<file path="src/rtl/pc_seq_pkg.sv">
// Shared definitions for the ECC-core program sequencer: state encoding,
// opcode values, instruction field positions and run-status codes.
package pc_seq_pkg;

    typedef enum logic [4:0] {
        S_IDLE = 5'b00001,
        S_CLR  = 5'b00010,
        S_RUN  = 5'b00100,
        S_LOOP = 5'b01000,
        S_DONE = 5'b10000
    } state_t;

    typedef enum logic [1:0] {
        ST_HALT  = 2'b00,
        ST_ABORT = 2'b01,
        ST_WRAP  = 2'b10,
        ST_NONE  = 2'b11
    } status_t;

    localparam logic [3:0] OP_LOOP = 4'hE;
    localparam logic [3:0] OP_HALT = 4'hF;

    localparam int OPC_W   = 4;
    localparam int CNT_LSB = 4;
    localparam int CNT_W   = 8;
    localparam int BODY_W  = 3;
    localparam int TMR_W   = 11;

    // Loop length in cycles; 255*8 fits in 11 bits without truncation.
    function automatic logic [TMR_W-1:0] loop_ticks(input logic [CNT_W-1:0] count,
                                                    input logic [BODY_W-1:0] body);
        return TMR_W'(count) * (TMR_W'(body) + TMR_W'(1));
    endfunction

endpackage

</file>
<file path="src/rtl/pc_seq_ctrl_if.sv">
// Host command, ROM snoop and PC-counter control bundle for pc_seq_ctrl.
interface pc_seq_ctrl_if #(parameter int INSTR_W = 16);
    logic               start;
    logic               abort;
    logic [INSTR_W-1:0] instr;
    logic               instr_valid;
    logic [7:0]         pc_addr;
    logic               pc_rst_n;
    logic               pc_enable;
    logic               loop_enable;
    logic [7:0]         cnt1;
    logic [3:0]         cnt2;
    logic               busy;
    logic               done;
    logic [1:0]         status;
    logic [15:0]        cycles;

    modport master (
        output start, abort, instr, instr_valid, pc_addr,
        input  pc_rst_n, pc_enable, loop_enable, cnt1, cnt2, busy, done, status, cycles
    );

    modport slave (
        input  start, abort, instr, instr_valid, pc_addr,
        output pc_rst_n, pc_enable, loop_enable, cnt1, cnt2, busy, done, status, cycles
    );
endinterface

</file>
<file path="src/rtl/pc_loop_timer.sv">
// Load/decrement timer measuring how long the sequencer stays in a loop body.
module pc_loop_timer import pc_seq_pkg::*; (
    input  logic             clk,
    input  logic             rst,
    input  logic             load,
    input  logic             dec,
    input  logic [TMR_W-1:0] value,
    output logic             zero
);
    logic [TMR_W-1:0] cnt;

    always_ff @(posedge clk) begin
        if (!rst)
            cnt <= '0;
        else if (load)
            cnt <= value;
        else if (dec && cnt != '0)
            cnt <= cnt - TMR_W'(1);
    end

    // Marks the decrement that lands on zero, i.e. the last body cycle.
    assign zero = dec && (cnt == TMR_W'(1));
endmodule

</file>
<file path="src/rtl/pc_seq_ctrl.sv">
// Program sequencer: starts/stops the PC counter, turns LOOP words into
// loop-load strobes and ends the run on HALT, abort or address wrap.
module pc_seq_ctrl import pc_seq_pkg::*; #(
    parameter int INSTR_W = 16
) (
    input logic          clk,
    input logic          rst,
    pc_seq_ctrl_if.slave bus
);
    state_t           state, state_nx;
    logic             pc_rst_n_q, pc_rst_n_nx;
    logic             pc_enable_q, pc_enable_nx;
    logic             loop_enable_q, loop_enable_nx;
    logic [7:0]       cnt1_q, cnt1_nx;
    logic [3:0]       cnt2_q, cnt2_nx;
    logic             busy_q, busy_nx;
    logic             done_q, done_nx;
    status_t          status_q, status_nx;
    logic [15:0]      cycles_q, cycles_nx;

    logic [OPC_W-1:0] opcode;
    logic [CNT_W-1:0] count;
    logic [BODY_W-1:0] body;
    logic [TMR_W-1:0] ticks;
    logic             tmr_load, tmr_dec, tmr_zero;
    logic             is_halt, is_loop, wrap, finish;
    status_t          fin_code;
    logic             unused_shift_msb;

    assign opcode  = bus.instr[INSTR_W-1 -: OPC_W];
    assign count   = bus.instr[CNT_LSB +: CNT_W];
    assign body    = bus.instr[BODY_W-1:0];
    assign unused_shift_msb = bus.instr[BODY_W];
    assign ticks   = loop_ticks(count, body);
    assign is_halt = bus.instr_valid && opcode == OP_HALT;
    assign is_loop = bus.instr_valid && opcode == OP_LOOP && count != '0;
    assign wrap    = pc_enable_q && bus.pc_addr == 8'hFF;

    pc_loop_timer u_timer (
        .clk   (clk),
        .rst   (rst),
        .load  (tmr_load),
        .dec   (tmr_dec),
        .value (ticks),
        .zero  (tmr_zero)
    );

    always_ff @(posedge clk) begin
        if (!rst) begin
            state         <= S_IDLE;
            pc_rst_n_q    <= 1'b0;
            pc_enable_q   <= 1'b0;
            loop_enable_q <= 1'b0;
            cnt1_q        <= '0;
            cnt2_q        <= '0;
            busy_q        <= 1'b0;
            done_q        <= 1'b0;
            status_q      <= ST_NONE;
            cycles_q      <= '0;
        end else begin
            state         <= state_nx;
            pc_rst_n_q    <= pc_rst_n_nx;
            pc_enable_q   <= pc_enable_nx;
            loop_enable_q <= loop_enable_nx;
            cnt1_q        <= cnt1_nx;
            cnt2_q        <= cnt2_nx;
            busy_q        <= busy_nx;
            done_q        <= done_nx;
            status_q      <= status_nx;
            cycles_q      <= cycles_nx;
        end
    end

    always_comb begin
        state_nx       = state;
        pc_rst_n_nx    = pc_rst_n_q;
        pc_enable_nx   = pc_enable_q;
        loop_enable_nx = 1'b0;
        cnt1_nx        = cnt1_q;
        cnt2_nx        = cnt2_q;
        busy_nx        = busy_q;
        done_nx        = 1'b0;
        status_nx      = status_q;
        cycles_nx      = (busy_q && cycles_q != 16'hFFFF) ? cycles_q + 16'd1 : cycles_q;
        tmr_load       = 1'b0;
        tmr_dec        = 1'b0;
        finish         = 1'b0;
        fin_code       = ST_NONE;

        // Abort outranks HALT and wrap; wrap outranks a LOOP word.
        case (state)
            S_IDLE, S_DONE: begin
                if (bus.start) begin
                    state_nx    = S_CLR;
                    pc_rst_n_nx = 1'b0;
                    busy_nx     = 1'b1;
                    status_nx   = ST_NONE;
                    cycles_nx   = '0;
                end
            end
            S_CLR: begin
                if (bus.abort) begin
                    finish   = 1'b1;
                    fin_code = ST_ABORT;
                end else begin
                    state_nx     = S_RUN;
                    pc_rst_n_nx  = 1'b1;
                    pc_enable_nx = 1'b1;
                end
            end
            S_RUN: begin
                if (bus.abort) begin
                    finish   = 1'b1;
                    fin_code = ST_ABORT;
                end else if (is_halt) begin
                    finish   = 1'b1;
                    fin_code = ST_HALT;
                end else if (wrap) begin
                    finish   = 1'b1;
                    fin_code = ST_WRAP;
                end else if (is_loop) begin
                    state_nx       = S_LOOP;
                    loop_enable_nx = 1'b1;
                    cnt1_nx        = count;
                    cnt2_nx        = {1'b0, body};
                    tmr_load       = 1'b1;
                end
            end
            S_LOOP: begin
                tmr_dec = 1'b1;
                if (bus.abort) begin
                    finish   = 1'b1;
                    fin_code = ST_ABORT;
                end else if (wrap) begin
                    finish   = 1'b1;
                    fin_code = ST_WRAP;
                end else if (tmr_zero) begin
                    state_nx = S_RUN;
                end
            end
            default: state_nx = S_IDLE;
        endcase

        if (finish) begin
            state_nx     = S_DONE;
            pc_enable_nx = 1'b0;
            busy_nx      = 1'b0;
            done_nx      = 1'b1;
            status_nx    = fin_code;
        end
    end

    assign bus.pc_rst_n    = pc_rst_n_q;
    assign bus.pc_enable   = pc_enable_q;
    assign bus.loop_enable = loop_enable_q;
    assign bus.cnt1        = cnt1_q;
    assign bus.cnt2        = cnt2_q;
    assign bus.busy        = busy_q;
    assign bus.done        = done_q;
    assign bus.status      = status_q;
    assign bus.cycles      = cycles_q;
endmodule

</file>
<file path="src/flat_wrapper.sv">
// flat-port wrapper written by rule: the top's interface ports become plain ports
module pc_seq_ctrl_flat import pc_seq_pkg::*;
#(
    parameter int INSTR_W = 16
)
  (clk, rst, bus_start, bus_abort, bus_instr, bus_instr_valid, bus_pc_addr, bus_pc_rst_n, bus_pc_enable, bus_loop_enable, bus_cnt1, bus_cnt2, bus_busy, bus_done, bus_status, bus_cycles);
  pc_seq_ctrl_if #(.INSTR_W(INSTR_W)) bus_i ();
  input logic clk;
  input logic rst;
  input wire logic [$bits(bus_i.start)-1:0] bus_start;
  input wire logic [$bits(bus_i.abort)-1:0] bus_abort;
  input wire logic [$bits(bus_i.instr)-1:0] bus_instr;
  input wire logic [$bits(bus_i.instr_valid)-1:0] bus_instr_valid;
  input wire logic [$bits(bus_i.pc_addr)-1:0] bus_pc_addr;
  output wire logic [$bits(bus_i.pc_rst_n)-1:0] bus_pc_rst_n;
  output wire logic [$bits(bus_i.pc_enable)-1:0] bus_pc_enable;
  output wire logic [$bits(bus_i.loop_enable)-1:0] bus_loop_enable;
  output wire logic [$bits(bus_i.cnt1)-1:0] bus_cnt1;
  output wire logic [$bits(bus_i.cnt2)-1:0] bus_cnt2;
  output wire logic [$bits(bus_i.busy)-1:0] bus_busy;
  output wire logic [$bits(bus_i.done)-1:0] bus_done;
  output wire logic [$bits(bus_i.status)-1:0] bus_status;
  output wire logic [$bits(bus_i.cycles)-1:0] bus_cycles;
  assign bus_i.start = bus_start;
  assign bus_i.abort = bus_abort;
  assign bus_i.instr = bus_instr;
  assign bus_i.instr_valid = bus_instr_valid;
  assign bus_i.pc_addr = bus_pc_addr;
  assign bus_pc_rst_n = bus_i.pc_rst_n;
  assign bus_pc_enable = bus_i.pc_enable;
  assign bus_loop_enable = bus_i.loop_enable;
  assign bus_cnt1 = bus_i.cnt1;
  assign bus_cnt2 = bus_i.cnt2;
  assign bus_busy = bus_i.busy;
  assign bus_done = bus_i.done;
  assign bus_status = bus_i.status;
  assign bus_cycles = bus_i.cycles;
  pc_seq_ctrl #(.INSTR_W(INSTR_W)) u_core (.clk(clk), .rst(rst), .bus(bus_i));
endmodule
</file>
<file path="config.mk">
export PLATFORM = sky130hd
export DESIGN_NAME = pc_seq_ctrl_flat
export DESIGN_NICKNAME = d
export VERILOG_FILES = /design/src/rtl/pc_seq_pkg.sv /design/src/rtl/pc_seq_ctrl_if.sv /design/src/rtl/pc_loop_timer.sv /design/src/rtl/pc_seq_ctrl.sv /design/src/flat_wrapper.sv
export SDC_FILE = /design/constraint.sdc
export NUM_CORES = 1
export LEC_CHECK = 0
export CAP_MARGIN = 5
export CELL_PAD_IN_SITES_DETAIL_PLACEMENT = 0
export CELL_PAD_IN_SITES_GLOBAL_PLACEMENT = 1
export CORE_MARGIN = 5
export CORE_UTILIZATION = 44
export CTS_BUF_LIST = sky130_fd_sc_hd__clkbuf_4 sky130_fd_sc_hd__clkbuf_8
export DETAILED_ROUTE_END_ITERATION = 16
export PLACE_DENSITY = 0.94
export SETUP_SLACK_MARGIN = 0.5
export SLEW_MARGIN = 5
export SYNTH_ARGS = -nofsm -noshare
export SYNTH_HDL_FRONTEND = slang
export SYNTH_SLANG_ARGS = --single-unit
</file>
<file path="constraint.sdc">
create_clock -name clk -period 11.5 [get_ports clk]
set_input_delay 2.3 -clock clk [delete_from_list [all_inputs] [get_ports clk]]
set_output_delay 2.3 -clock clk [all_outputs]
set_load 0.005 [all_outputs]
</file>
==> flow_metrics.py <==
metrics = {
    "outcome": {
        "status": "completed",
    },
    "critical_path": {
        "cp_data_required_time_ps": 11640,
        "crit_type": "input pin to register",
        "end_kind": "register",
        "r2r_start": "u_core.state[3]",
        "critPathLaunchType": "input pin",
        "critPathArrivalTime_ps": 6560,
        "cp_max_fo": 11,
        "crit_path_start": "bus_instr[0]",
    },
    "grt": {
        "grt_pass1_wl_microns": 13800,
        "track_usage": 0.167,
        "grt_pass1_vias": 2992,
        "overflow": 0,
        "grt_antenna_before_repair": 0,
        "grt_max_degree": 32,
    },
    "clock_tree": {
        "cts_made_buffers": 5,
        "cts_resized": 0,
        "clock_tree.buffer_depth": 2,
        "clkTransAtPathRegs_ps": 100,
        "htreeDepth": 2,
        "cts_setup_buffers": 0,
        "cts_hold_buf": 0,
        "clock-root-buffer": "clkbuf_8",
        "insertion_delay_ps": 310,
        "cts_tree": "built",
        "clock-sinks": 50,
    },
    "sta": {
        "maxSlewHeadroom": 0.270,
        "hold_viol": 0,
        "finalSetupViolations": 0,
        "worst_slew_pin_slew_ps": 1090,
        "clock_skew_ps": 14.2,
        "holdWs_ps": 456,
        "slew_viol_final": 0,
        "fin_crit_ps": 6430,
        "fin_setup_tns_ps": 0,
        "max_freq_ghz": 0.156,
        "min_period_over_period": 0.559,
        "rsz0062_at_grt": "false",
    },
    "hold_path": {
        "min_path_type": "register to register",
        "holdCritStartpoint": "u_core.bus.cnt2[1]",
    },
    "floorplan": {
        "dieArea_sq_um": 9770,
        "row_count": 32,
        "die_w_microns": 98.8,
        "start_util": 0.449,
        "die_h_microns": 98.8,
        "io_pins": 64,
        "core_area_sq_um": 7730,
    },
    "drt": {
        "drt_iter0_drc": 84,
        "via_count": 3133,
        "drcViolationCount": 0,
        "wire_per_inst_microns": 14.6,
        "postRouteWirelength_microns": 8340,
        "postRouteAntennaNets": 0,
        "via_per_inst": 5.49,
        "first_pass_iters": 4,
    },
    "place": {
        "port_buffers": 61,
        "dp_hpwl_microns": 6390,
        "gp_congestion": 0.832,
        "dp_cells": 563,
        "place_area_sq_um": 4120,
    },
    "yosys": {
        "yosysWarnings": 0,
        "syn_area_sq_um": 3470,
        "synth-seq-cells": 50,
        "yosys.area.top_type": "dfxtp_1",
        "synth_cell_types": 60,
        "postSynth.asyncResetShare": 0,
        "synth_edf_count": 0,
        "synth_ff_type": "dfxtp_1",
        "synth_top_area_share": 0.288,
        "ys_seq_area_frac": 0.288,
        "avgSynthCellArea_sq_um": 8.37,
        "syn_inst": 415,
        "synthesis.nets": 474,
        "synthTopCellsByArea": "dfxtp_1 (29%), fa_1 (6.9%), ha_1 (6.5%)",
    },
    "cells_and_area": {
        "fin_area_sq_um": 4210,
        "stdcell_count": 571,
        "diodes": 0,
        "register_area_sq_um": 1000,
        "finalNetCount": 527,
        "drive_above_1_share": 0.0384,
        "final.fill_count": 744,
        "syn_to_final_growth_pct": 21.3,
        "multiInputGateArea_sq_um": 2270,
    },
    "pwr": {
        "p_leak_nw": 1.55,
        "peakVddDrop_uv": 45.1,
        "power.density_nw_per_um2": 93.9,
    },
    "job": {
        "maxCapViolCount": 0,
    },
}
==> per-layer routing <==
layer | vias to the layer above | global-route usage | part of all wire
met1 | 1496 | 0.211 | 0.46
met3 | 10 | 0.0382 | 0.050
met5 | - | 0 | 0
li1 | 1564 | - | -
met2 | 63 | 0.280 | 0.47
met4 | 0 | 0.0525 | 0.013
==> cell usage after synthesis, drive strengths merged (5+ instances only) <==
cell,instances
nand2,53
dfxtp,50
inv,29
nor2,29
xnor2,21
ha,18
o21ai,18
and2,16
a21oi,15
nor4,15
a21boi,12
fa,12
nor3,12
nand3,11
buf,10
nand2b,7
nand4,7
xor2,7
o211ai,6
clkbuf,5
nor3b,5
==> power by group <==
part	switching (mW)	internal [mW]
clock network	0.0630	0.0436
logic	0.0570	0.0486
registers	0.00716	0.176
==> area by class of cell <==
type / instances / area share
Clock buffer: 5 / 0.0163
Inverter: 29 / 0.0258
Clock inverter: 3 / 0.00564
Multi-Input combinational cell: 321 / 0.539
Timing Repair Buffer: 61 / 0.145
Tap cell: 102 / 0.0303
Sequential cell: 50 / 0.238
==> critical path: stages <==
cell and delay, ps:
clkdlybuf4s50_1 710, ha_1 230, xor2_1 500, nand2_1 180, fa_1 540, inv_1 60, fa_1 540, fa_1 490
a211oi_1 380, o21bai_1 130, a21oi_1 210, xor2_1 190, a211oi_1 90
==> stage by stage <==
step / utilization / setup WS [ps] / power, mW
after global routing: 0.545 / 4740 / 0.420
after global placement: 0.533 / 4890 / 0.290
after floorplan: - / 6060 / 0.260
after detailed placement: 0.533 / 4750 / 0.293
final: 0.545 / 5070 / 0.396
after CTS: 0.545 / 5040 / 0.401
==> kinds of logic (layout without fill, tap and decap cells) <==
| logic type | Yosys count | in the layout | synth area share |
|---|---|---|---|
| and+or+nand+nor | 175 | 175 | 0.273 |
| AOI/OAI and AO/OA | 84 | 84 | 0.167 |
| DFF | 50 | 50 | 0.288 |
| buffers and inverters | 44 | 98 | 0.0573 |
| adders and majority gates | 30 | 30 | 0.134 |
| xor gates and xnor gates | 28 | 28 | 0.0706 |
| muxes | 3 | 3 | 0.00865 |
| other | 1 | 1 | 0.00108 |
==> registers in the layout, indices dropped and copies added (netlist names) <==
register                flops
u_core.bus.busy             1
u_core.u_timer.cnt         11
u_core.bus.cnt1             8
u_core.bus.loop_enable      1
u_core.state                5
u_core.bus.status           2
u_core.bus.cnt2             3
u_core.bus.cycles          16
u_core.bus.pc_rst_n         1
u_core.bus.pc_enable        1
u_core.bus.done             1
==> final timing paths <==
path,endpoint,slack (ps),cells after the start
hold reg to reg,u_core.bus.cnt2[1],460,2
setup / recovery,u_core.u_timer.cnt[8],5070,13
hold / removal,u_core.bus.cnt2[1],460,2
setup reg to reg,u_core.u_timer.cnt[3],9040,5
==> cells in the final DEF (no fill, tap or decap), types with 4 or more instances in the layout <==
cell type        count
fa_1                12
nor3_1              12
a211oi_1             4
nor2_1              28
dfxtp_1             50
ha_1                18
nor2b_1              4
clkbuf_8             5
and2_1              16
nand3_1             11
inv_1               29
nand4_1              7
nand2b_1             7
nand2_1             52
clkdlybuf4s50_1     61
nor4_1              11
o211ai_1             6
o21ai_1              6
o21ai_0             12
a21oi_1             13
xnor2_1             21
xor2_1               7
nor3b_1              5
a21boi_1            12
(Power assumes the default switching activity.)
